`src/rtl/store_buf_pkg.sv`:
```
// Shared types, funct3 encodings and lane-formatting helpers for the store write buffer.
package store_buf_pkg;

    localparam logic [2:0] F3_SB = 3'd0;
    localparam logic [2:0] F3_SH = 3'd1;
    localparam logic [2:0] F3_SW = 3'd2;

    typedef struct packed {
        logic [31:0] wdata;
        logic [3:0]  wstrb;
    } lane_t;

    typedef struct packed {
        logic [31:0] addr;
        logic [31:0] wdata;
        logic [3:0]  wstrb;
    } entry_t;

    // Strobe mask plus byte/half replication so every enabled lane carries the store data.
    function automatic lane_t format_lane(input logic [2:0]  funct3,
                                          input logic [1:0]  off,
                                          input logic [31:0] data);
        lane_t lane;
        lane.wdata = data;
        lane.wstrb = 4'b0000;
        case (funct3)
            F3_SB: begin
                lane.wstrb = 4'b0001 << off;
                lane.wdata = {4{data[7:0]}};
            end
            F3_SH: begin
                lane.wstrb = 4'b0011 << off;
                lane.wdata = {2{data[15:0]}};
            end
            F3_SW: begin
                lane.wstrb = 4'b1111;
                lane.wdata = data;
            end
            default: begin
                lane.wstrb = 4'b0000;
                lane.wdata = data;
            end
        endcase
        return lane;
    endfunction

    function automatic logic lane_illegal(input logic [2:0] funct3,
                                          input logic [1:0] off);
        logic bad;
        case (funct3)
            F3_SB:   bad = 1'b0;
            F3_SH:   bad = off[0];
            F3_SW:   bad = (off != 2'b00);
            default: bad = 1'b1;
        endcase
        return bad;
    endfunction

endpackage

```
`src/rtl/store_lane_format.sv`:
```
// Combinational store formatter: byte strobes, lane-replicated data and misalignment detection.
import store_buf_pkg::*;

module store_lane_format (
    input  logic [2:0]  funct3,
    input  logic [1:0]  off,
    input  logic [31:0] st_data,
    output logic [3:0]  wstrb,
    output logic [31:0] wdata,
    output logic        illegal
);

    lane_t lane_s;

    // Apply the package helpers to the incoming store.
    always_comb begin
        lane_s  = format_lane(funct3, off, st_data);
        wstrb   = lane_s.wstrb;
        wdata   = lane_s.wdata;
        illegal = lane_illegal(funct3, off);
    end

endmodule

```
`src/rtl/store_write_buffer.sv`:
```
// Posted-write FIFO between the core store path and data memory.
// Optional macro STORE_BUF_LOAD_HAZARD_EN adds a word-address load/store hazard compare.
import store_buf_pkg::*;

module store_write_buffer #(
    parameter int DEPTH = 4,
    parameter int AW    = 32,
    parameter int DW    = 32
) (
    input  logic                   clk,
    input  logic                   rst,
    input  logic                   st_valid,
    input  logic [AW-1:0]          st_addr,
    input  logic [DW-1:0]          st_data,
    input  logic [2:0]             st_funct3,
    output logic                   st_ready,
    output logic                   st_err,
    output logic                   mem_valid,
    input  logic                   mem_ready,
    output logic [AW-1:0]          mem_addr,
    output logic [DW-1:0]          mem_wdata,
    output logic [3:0]             mem_wstrb,
    output logic                   buf_empty,
    output logic [$clog2(DEPTH):0] buf_count
`ifdef STORE_BUF_LOAD_HAZARD_EN
    ,
    input  logic                   ld_valid,
    input  logic [AW-1:0]          ld_addr,
    output logic                   ld_hazard
`endif
);

    localparam int PW = $clog2(DEPTH);
    localparam int CW = PW + 1;
    localparam logic [CW-1:0] FULL_CNT = CW'(DEPTH);
    localparam logic [CW-1:0] ZERO_CNT = {CW{1'b0}};
    localparam logic [CW-1:0] ONE_CNT  = {{(CW-1){1'b0}}, 1'b1};
    localparam logic [PW-1:0] ZERO_PTR = {PW{1'b0}};
    localparam logic [PW-1:0] ONE_PTR  = {{(PW-1){1'b0}}, 1'b1};

    logic [PW-1:0] wr_ptr_r;
    logic [PW-1:0] rd_ptr_r;
    logic [CW-1:0] count_r;
    logic [CW-1:0] count_nxt_s;
    logic          st_err_r;

    logic [AW-3:0] addr_mem_r [DEPTH];
    lane_t         lane_mem_r [DEPTH];

    logic [3:0]    fmt_wstrb_s;
    logic [31:0]   fmt_wdata_s;
    logic          fmt_illegal_s;
    lane_t         push_lane_s;
    logic          push_s;
    logic          pop_s;
    logic          err_s;

    store_lane_format u_fmt (
        .funct3  (st_funct3),
        .off     (st_addr[1:0]),
        .st_data (st_data),
        .wstrb   (fmt_wstrb_s),
        .wdata   (fmt_wdata_s),
        .illegal (fmt_illegal_s)
    );

    // Status and head-of-queue outputs come only from registered state, never from mem_ready.
    assign st_ready    = (count_r != FULL_CNT);
    assign mem_valid   = (count_r != ZERO_CNT);
    assign buf_empty   = (count_r == ZERO_CNT);
    assign buf_count   = count_r;
    assign st_err      = st_err_r;
    assign mem_addr    = {addr_mem_r[rd_ptr_r], 2'b00};
    assign mem_wdata   = lane_mem_r[rd_ptr_r].wdata;
    assign mem_wstrb   = lane_mem_r[rd_ptr_r].wstrb;
    assign push_lane_s = '{wdata: fmt_wdata_s, wstrb: fmt_wstrb_s};

    // Handshake decode and occupancy update.
    always_comb begin
        push_s      = 1'b0;
        err_s       = 1'b0;
        pop_s       = 1'b0;
        count_nxt_s = count_r;
        if (st_valid && st_ready) begin
            if (fmt_illegal_s) begin
                err_s = 1'b1;
            end else begin
                push_s = 1'b1;
            end
        end else begin
            push_s = 1'b0;
            err_s  = 1'b0;
        end
        if (mem_valid && mem_ready) begin
            pop_s = 1'b1;
        end else begin
            pop_s = 1'b0;
        end
        case ({push_s, pop_s})
            2'b10:   count_nxt_s = count_r + ONE_CNT;
            2'b01:   count_nxt_s = count_r - ONE_CNT;
            default: count_nxt_s = count_r;
        endcase
    end

    // Pointer, count and error-pulse registers; reset drops every held entry.
    always_ff @(posedge clk) begin
        if (rst) begin
            wr_ptr_r <= ZERO_PTR;
            rd_ptr_r <= ZERO_PTR;
            count_r  <= ZERO_CNT;
            st_err_r <= 1'b0;
        end else begin
            if (push_s) begin
                wr_ptr_r <= wr_ptr_r + ONE_PTR;
            end
            if (pop_s) begin
                rd_ptr_r <= rd_ptr_r + ONE_PTR;
            end
            count_r  <= count_nxt_s;
            st_err_r <= err_s;
        end
    end

    // Entry storage; not cleared by reset since entries are only read while occupied.
    always_ff @(posedge clk) begin
        if (push_s) begin
            addr_mem_r[wr_ptr_r] <= st_addr[AW-1:2];
            lane_mem_r[wr_ptr_r] <= push_lane_s;
        end
    end

`ifdef STORE_BUF_LOAD_HAZARD_EN
    logic [PW-1:0] rel_s;
    logic          hit_s;

    // Word-address match against occupied slots only (slot distance from head below count).
    always_comb begin
        hit_s = 1'b0;
        rel_s = ZERO_PTR;
        for (int i = 0; i < DEPTH; i++) begin
            rel_s = PW'(i) - rd_ptr_r;
            if (({1'b0, rel_s} < count_r) && (addr_mem_r[i] == ld_addr[AW-1:2])) begin
                hit_s = 1'b1;
            end else begin
                hit_s = hit_s;
            end
        end
        ld_hazard = ld_valid && hit_s;
    end
`endif

endmodule

```
`config.mk`:
```
export PLATFORM = sky130hd
export DESIGN_NAME = store_write_buffer
export DESIGN_NICKNAME = d
export VERILOG_FILES = /design/src/rtl/store_buf_pkg.sv /design/src/rtl/store_lane_format.sv /design/src/rtl/store_write_buffer.sv
export SDC_FILE = /design/constraint.sdc
export NUM_CORES = 1
export LEC_CHECK = 0
export ABC_AREA = 1
export BUFFER_PORTS_ARGS = -buffer_cell sky130_fd_sc_hd__buf_2
export CAP_MARGIN = 10
export CORE_ASPECT_RATIO = 0.9
export CORE_MARGIN = 3
export CORE_UTILIZATION = 54
export DETAILED_ROUTE_END_ITERATION = 10
export PLACE_DENSITY = 0.76
export SLEW_MARGIN = 20
export SYNTH_ARGS = -nofsm -noshare
export SYNTH_HDL_FRONTEND = slang
export SYNTH_SLANG_ARGS = --single-unit
```
`constraint.sdc`:
```
create_clock -name clk -period 6.1 [get_ports clk]
set_input_delay 1.22 -clock clk [delete_from_list [all_inputs] [get_ports clk]]
set_output_delay 1.22 -clock clk [all_outputs]
set_load 0.01 [all_outputs]
```
Yosys cells after proc, flatten, opt, wreduce, memory -nomap -nowiden
Memories as Yosys holds them, arrays and structs flattened. A register that Yosys moved wholly into a read port is not among the register bits.
Index checks and enable logic that the tools add are counted.
{"block": "classes", "addsub": 4, "n_eq_ne": 5, "shifts": 2, "mux": 13, "reduce_logical": 8, "bitwise": 1}
{"operator": "36-bit one-hot mux with 3 select lines", "n": 1}
{"operator": "2-bit 2-to-1 mux", "n": 4}
{"operator": "3-bit logical NOT", "n": 2}
{"operator": "1-bit 2-to-1 mux", "n": 6}
{"operator": "3-bit one-hot mux with 2 select lines", "n": 1}
{"operator": "2-bit by 1-bit adder with 2-bit output, second input constant", "n": 2}
{"operator": "2-bit nonzero test", "n": 2}
{"operator": "1-bit by 2-bit left shift with 4-bit output, first input constant", "n": 1}
{"operator": "2-bit by 2-bit left shift with 4-bit output, first input constant", "n": 1}
{"operator": "3-bit by 1-bit adder with 3-bit output, second input constant", "n": 1}
{"operator": "3-bit by 1-bit equality test with 1-bit output, second input constant", "n": 1}
{"operator": "3-bit by 2-bit equality test with 1-bit output, second input constant", "n": 1}
{"operator": "3-bit inequality test, second input constant", "n": 1}
{"operator": "1-bit one-hot mux with 3 select lines", "n": 1}
{"operator": "3-bit nonzero test", "n": 1}
{"operator": "3-bit by 1-bit subtractor with 3-bit output, second input constant", "n": 1}
{"operator": "2-bit by 1-bit equality test with 1-bit output, second input constant", "n": 1}
{"operator": "2-bit equality test, second input constant", "n": 1}
{"operator": "1-bit logical AND", "n": 2}
{"operator": "2-bit OR reduction", "n": 1}
{"operator": "1-bit NOT", "n": 1}
{"block": "totals", "reg_bits": 8, "in_bits": 71, "ram_bits": 264, "memories": 2, "word_cells": 39, "out_inout_bits": 75}
{"memory": "lane_mem_r", "words": 4, "word_bits": 36, "read_ports": 1, "rd_ports_with_merged_regs": 1, "wr": 1, "line_no": "store_write_buffer.sv:48", "rtl": "lane_t lane_mem_r [DEPTH];"}
{"memory": "addr_mem_r", "words": 4, "word_bits": 30, "read_ports": 1, "rd_ports_with_merged_regs": 1, "wr": 1, "line_no": "store_write_buffer.sv:47", "rtl": "logic [AW-3:0] addr_mem_r [DEPTH];"}

Depth between registers and ports, before layout
{"block": "logic_depth", "depth_word": 6, "mapped_depth": 12, "ltp_nobuf": 12}

By module
From an unflattened synthesis, not the netlist that was laid out.
{"block": "unflattened", "hier_cells": 827, "hier_area_um2": 11507.3}
{"module": "store_write_buffer", "cells_per_inst": 718, "n_inst": 1, "seq_area_each_um2": 8127.8, "area_each_um2": 10929.2}
{"module": "store_lane_format", "cells_per_inst": 109, "n_inst": 1, "seq_area_each_um2": 0.0, "area_each_um2": 578.1}

Worst setup path after synthesis
OpenSTA, ideal clock, no wires.
{"block": "synth_path", "kind": "in2reg", "from": "in st_addr[1]", "to": "mem addr_mem_r[0][0] (netlist name), enable pin", "setup_ns": 0.490, "required_ns": 5.610, "cell_stages": 5, "path_buffers": 0, "setup_slack_ns": 1.174, "arrival_ns": 4.436, "cell_sequence": "nor2_1 -> nor2_1 -> nor2_4 -> nand2_2 -> nor2_1"}
{"block": "synth_between", "elab_chain_len": 6}
{"item": "start, declared", "line_no": "store_write_buffer.sv:13", "rtl": "input logic [AW-1:0] st_addr,"}
{"item": "2-bit nonzero test", "line_no": "store_buf_pkg.sv:53", "rtl": "F3_SW: bad = (off != 2'b00);"}
{"item": "1-bit one-hot mux with 3 select lines", "line_no": "store_buf_pkg.sv:50", "rtl": "case (funct3)"}
{"item": "1-bit 2-to-1 mux", "line_no": "store_write_buffer.sv:85", "rtl": "if (fmt_illegal_s) begin"}
{"item": "1-bit 2-to-1 mux", "line_no": "store_write_buffer.sv:84", "rtl": "if (st_valid && st_ready) begin"}
{"item": "1-bit 2-to-1 mux", "line_no": "store_write_buffer.sv:127", "rtl": "if (push_s) begin"}
{"item": "1-bit 2-to-1 mux (not written as such)", "line_no": "store_write_buffer.sv:128", "rtl": "addr_mem_r[wr_ptr_r] <= st_addr[AW-1:2];"}
{"item": "end, declared", "line_no": "store_write_buffer.sv:47"}
Every way passes these cells.

==> flow_summary.yaml <==
sta:
  grt_setup_unrepaired: "no"
  finalSetupTns_ns: 0
  period_needed_ns: 4.37
  timing.final.max_slew_violations: 0
  timing.final.crit_share_pct: 71.6
  setup_viol: 0
  worst_clock_skew_ns: 0.0199
  relSlewSlack_pct: 29.7
  transition_time_at_the_pin_with_the_least_slew_margin_ns: 1.05
  timing.fmax_mhz: 229
  fin_worst_hold_slack_ns: 0.454
  final-hold-violation-count: 0
finish:
  design.final.nets: 1012
  finish.instance_area_sq_mm: 0.0124
  multi_input_comb_area_sq_mm: 0.00221
  finish.cell_count_without_fillers: 1207
  mostFrequentLayoutCell: "sky130_fd_sc_hd__edfxtp_1"
  antenna_cells_inserted: 0
  drive_gt1_share_pct: 21.0
  filler_cell_count: 1372
  regArea_sq_mm: 0.00813
  area_delta_synth_final_pct: 16.0
  final_cell_mix: "sky130_fd_sc_hd__edfxtp_1, sky130_fd_sc_hd__buf_2, sky130_fd_sc_hd__nor2_1, sky130_fd_sc_hd__o21ai_0, sky130_fd_sc_hd__o22ai_1"
cts:
  path_clk_slew_ns: 0.06
  maximum_buffer_depth_of_the_clock_tree: 3
  root_buffer: "sky130_fd_sc_hd__clkbuf_16"
  postCtsSetupRepairBufs: 0
  cts_resized: 0
  cts-buffers-inserted: 28
  holdBufCountCts: 0
  cts.sink_count: 274
  clock_insertion_delay_worst_skew_ns: 0.53
  cts_tree: "yes"
  cts_htree_levels: 1
pwr:
  ir_worst_vdd_v: 0.000206
  power_density_mw_per_mm2: 352
  static-leakage-power_nw: 4.43
  design_power_total_mw: 4.36
logic_synthesis:
  ys_ff_latch: 274
  netlist_instances: 802
  synth_cell_type_count: 25
  synth_area_sq_mm: 0.0107
  ys.warnings.count: 0
  ys_seq_area_share_pct: 76.2
  avgSynthCellArea_sq_um: 13.3
flow_run:
  cap_viol_max_count: 0
floorplan:
  core_area_sq_mm: 0.0193
  die_h_um: 139
  die_width_um: 154
  io_pins: 146
  rows: 48
  die_area_sq_mm: 0.0215
  initial_core_utilization_pct: 55.3
critical_path:
  critical_path_peak_fanout: 67
  worst_setup_path_end_kind: "output port"
  timing.critical_path.arrival_ns: 3.15
  worst_setup_start_kind: "flop"
  worst-endpoint-required_ns: 4.88
  worstSetupPathType: "flop to output port"
global_route:
  antenna_found_initial: 0
  grt_start_max_net_pins: 109
  grt-ovfl-total: 0
  grt_pass1_wl_mm: 35.7
  globalRouteTotalUtil_pct: 21.0
  vias_in_the_first_global_route: 6448
placed_design:
  dp.final_hpwl_mm: 13.7
  numPortBuffers: 143
  placer_congestion_estimate: 0.761
  dpl-instance-area_sq_mm: 0.0115
  place_inst: 1155
route:
  drt.antenna.violating_nets: 0
  routed_length_per_instance_um: 19.3
  vias_per_cell: 5.69
  finalWirelength_mm: 23.3
  drc: 0
  drtPass1Iterations: 5
  num_vias: 6869
  drt_first_iter_violations: 688
worst_hold_path:
  worst_hold_path_type: "flop to flop"
status:
  outcome: "complete, no violations"
-- stage by stage --
step	setup WS [ns]	utilization (%)
CTS	1.96	64.2
global route	1.50	64.2
global placement	2.40	59.9
floorplan	1.17	-
finish	1.73	64.2
detailed placement	2.33	59.9
-- per-layer routing --
metal,part of all wire (%),track usage (%)
met3,10,4.32
met5,0,0
met1,42,31.3
met2,46,32.5
met4,2.0,4.83
-- power breakdown --
group          total (mW)  switching, mW  internal, mW
Sequential           2.15         0.0245          2.12
Combinational       0.675          0.462         0.213
Clock                1.54          0.662         0.873
Total                4.36           1.15          3.21
-- worst paths after layout --
kind	from	to	slack, ns	depth (start not counted)
setup / recovery	flop	mem_wdata[15]	1.73	5
hold / removal	rd_ptr_r[1]	flop	0.45	2
setup reg to reg	buf_count[1]	addr_mem_r[3][0]	3.32	6
hold reg to reg	rd_ptr_r[1]	flop	0.45	2
-- cells by family after synthesis --
| kind of cell | after synthesis | share of synthesized area [%] |
|---|---|---|
| flops | 274 | 76.2 |
| compound gates | 228 | 11.7 |
| simple gates | 213 | 7.89 |
| buf+inv | 80 | 3.44 |
| fa+ha+maj | 6 | 0.774 |
| other cells | 1 | 0.0352 |
-- flip-flops by register name (all words and copies together) (netlist names), named ones only --
register,count
rd_ptr_r,2
wr_ptr_r,2
addr_mem_r,120
st_err,1
lane_mem_r,144
buf_count,3
-- critical path, cell delays in order, from the launching register on --
cell and delay [ns]:
sky130_fd_sc_hd__dfxtp_2 0.31, sky130_fd_sc_hd__buf_4 0.57, sky130_fd_sc_hd__clkinv_2 0.98, sky130_fd_sc_hd__o21ai_0 0.38
sky130_fd_sc_hd__o22ai_1 0.17, sky130_fd_sc_hd__buf_2 0.18
-- Yosys cell counts, drive strengths merged --
library cell | number | area (sq um)
edfxtp | 264 | 7930
nor2 | 149 | 582
o21ai | 146 | 731
o22ai | 66 | 413
nand2 | 55 | 209
inv | 32 | 123
buf | 24 | 154
clkbuf | 24 | 90.1
dfxtp | 10 | 200
a21oi | 8 | 40.0
nand3 | 8 | 45.0
o211ai | 8 | 60.1
ha | 5 | 62.6
and2 | 1 | 6.26
conb | 1 | 3.75
fa | 1 | 20.0
-- layout make-up --
type / count / share of cell area (%)
Timing Repair Buffer: 150 / 6.21
Inverter: 32 / 1.00
Clock inverter: 13 / 0.536
Tap cell: 250 / 2.53
Sequential cell: 274 / 65.7
Multi-Input combinational cell: 449 / 17.8
Clock buffer: 39 / 6.17
Note: power is estimated with default switching activity, not from simulation.
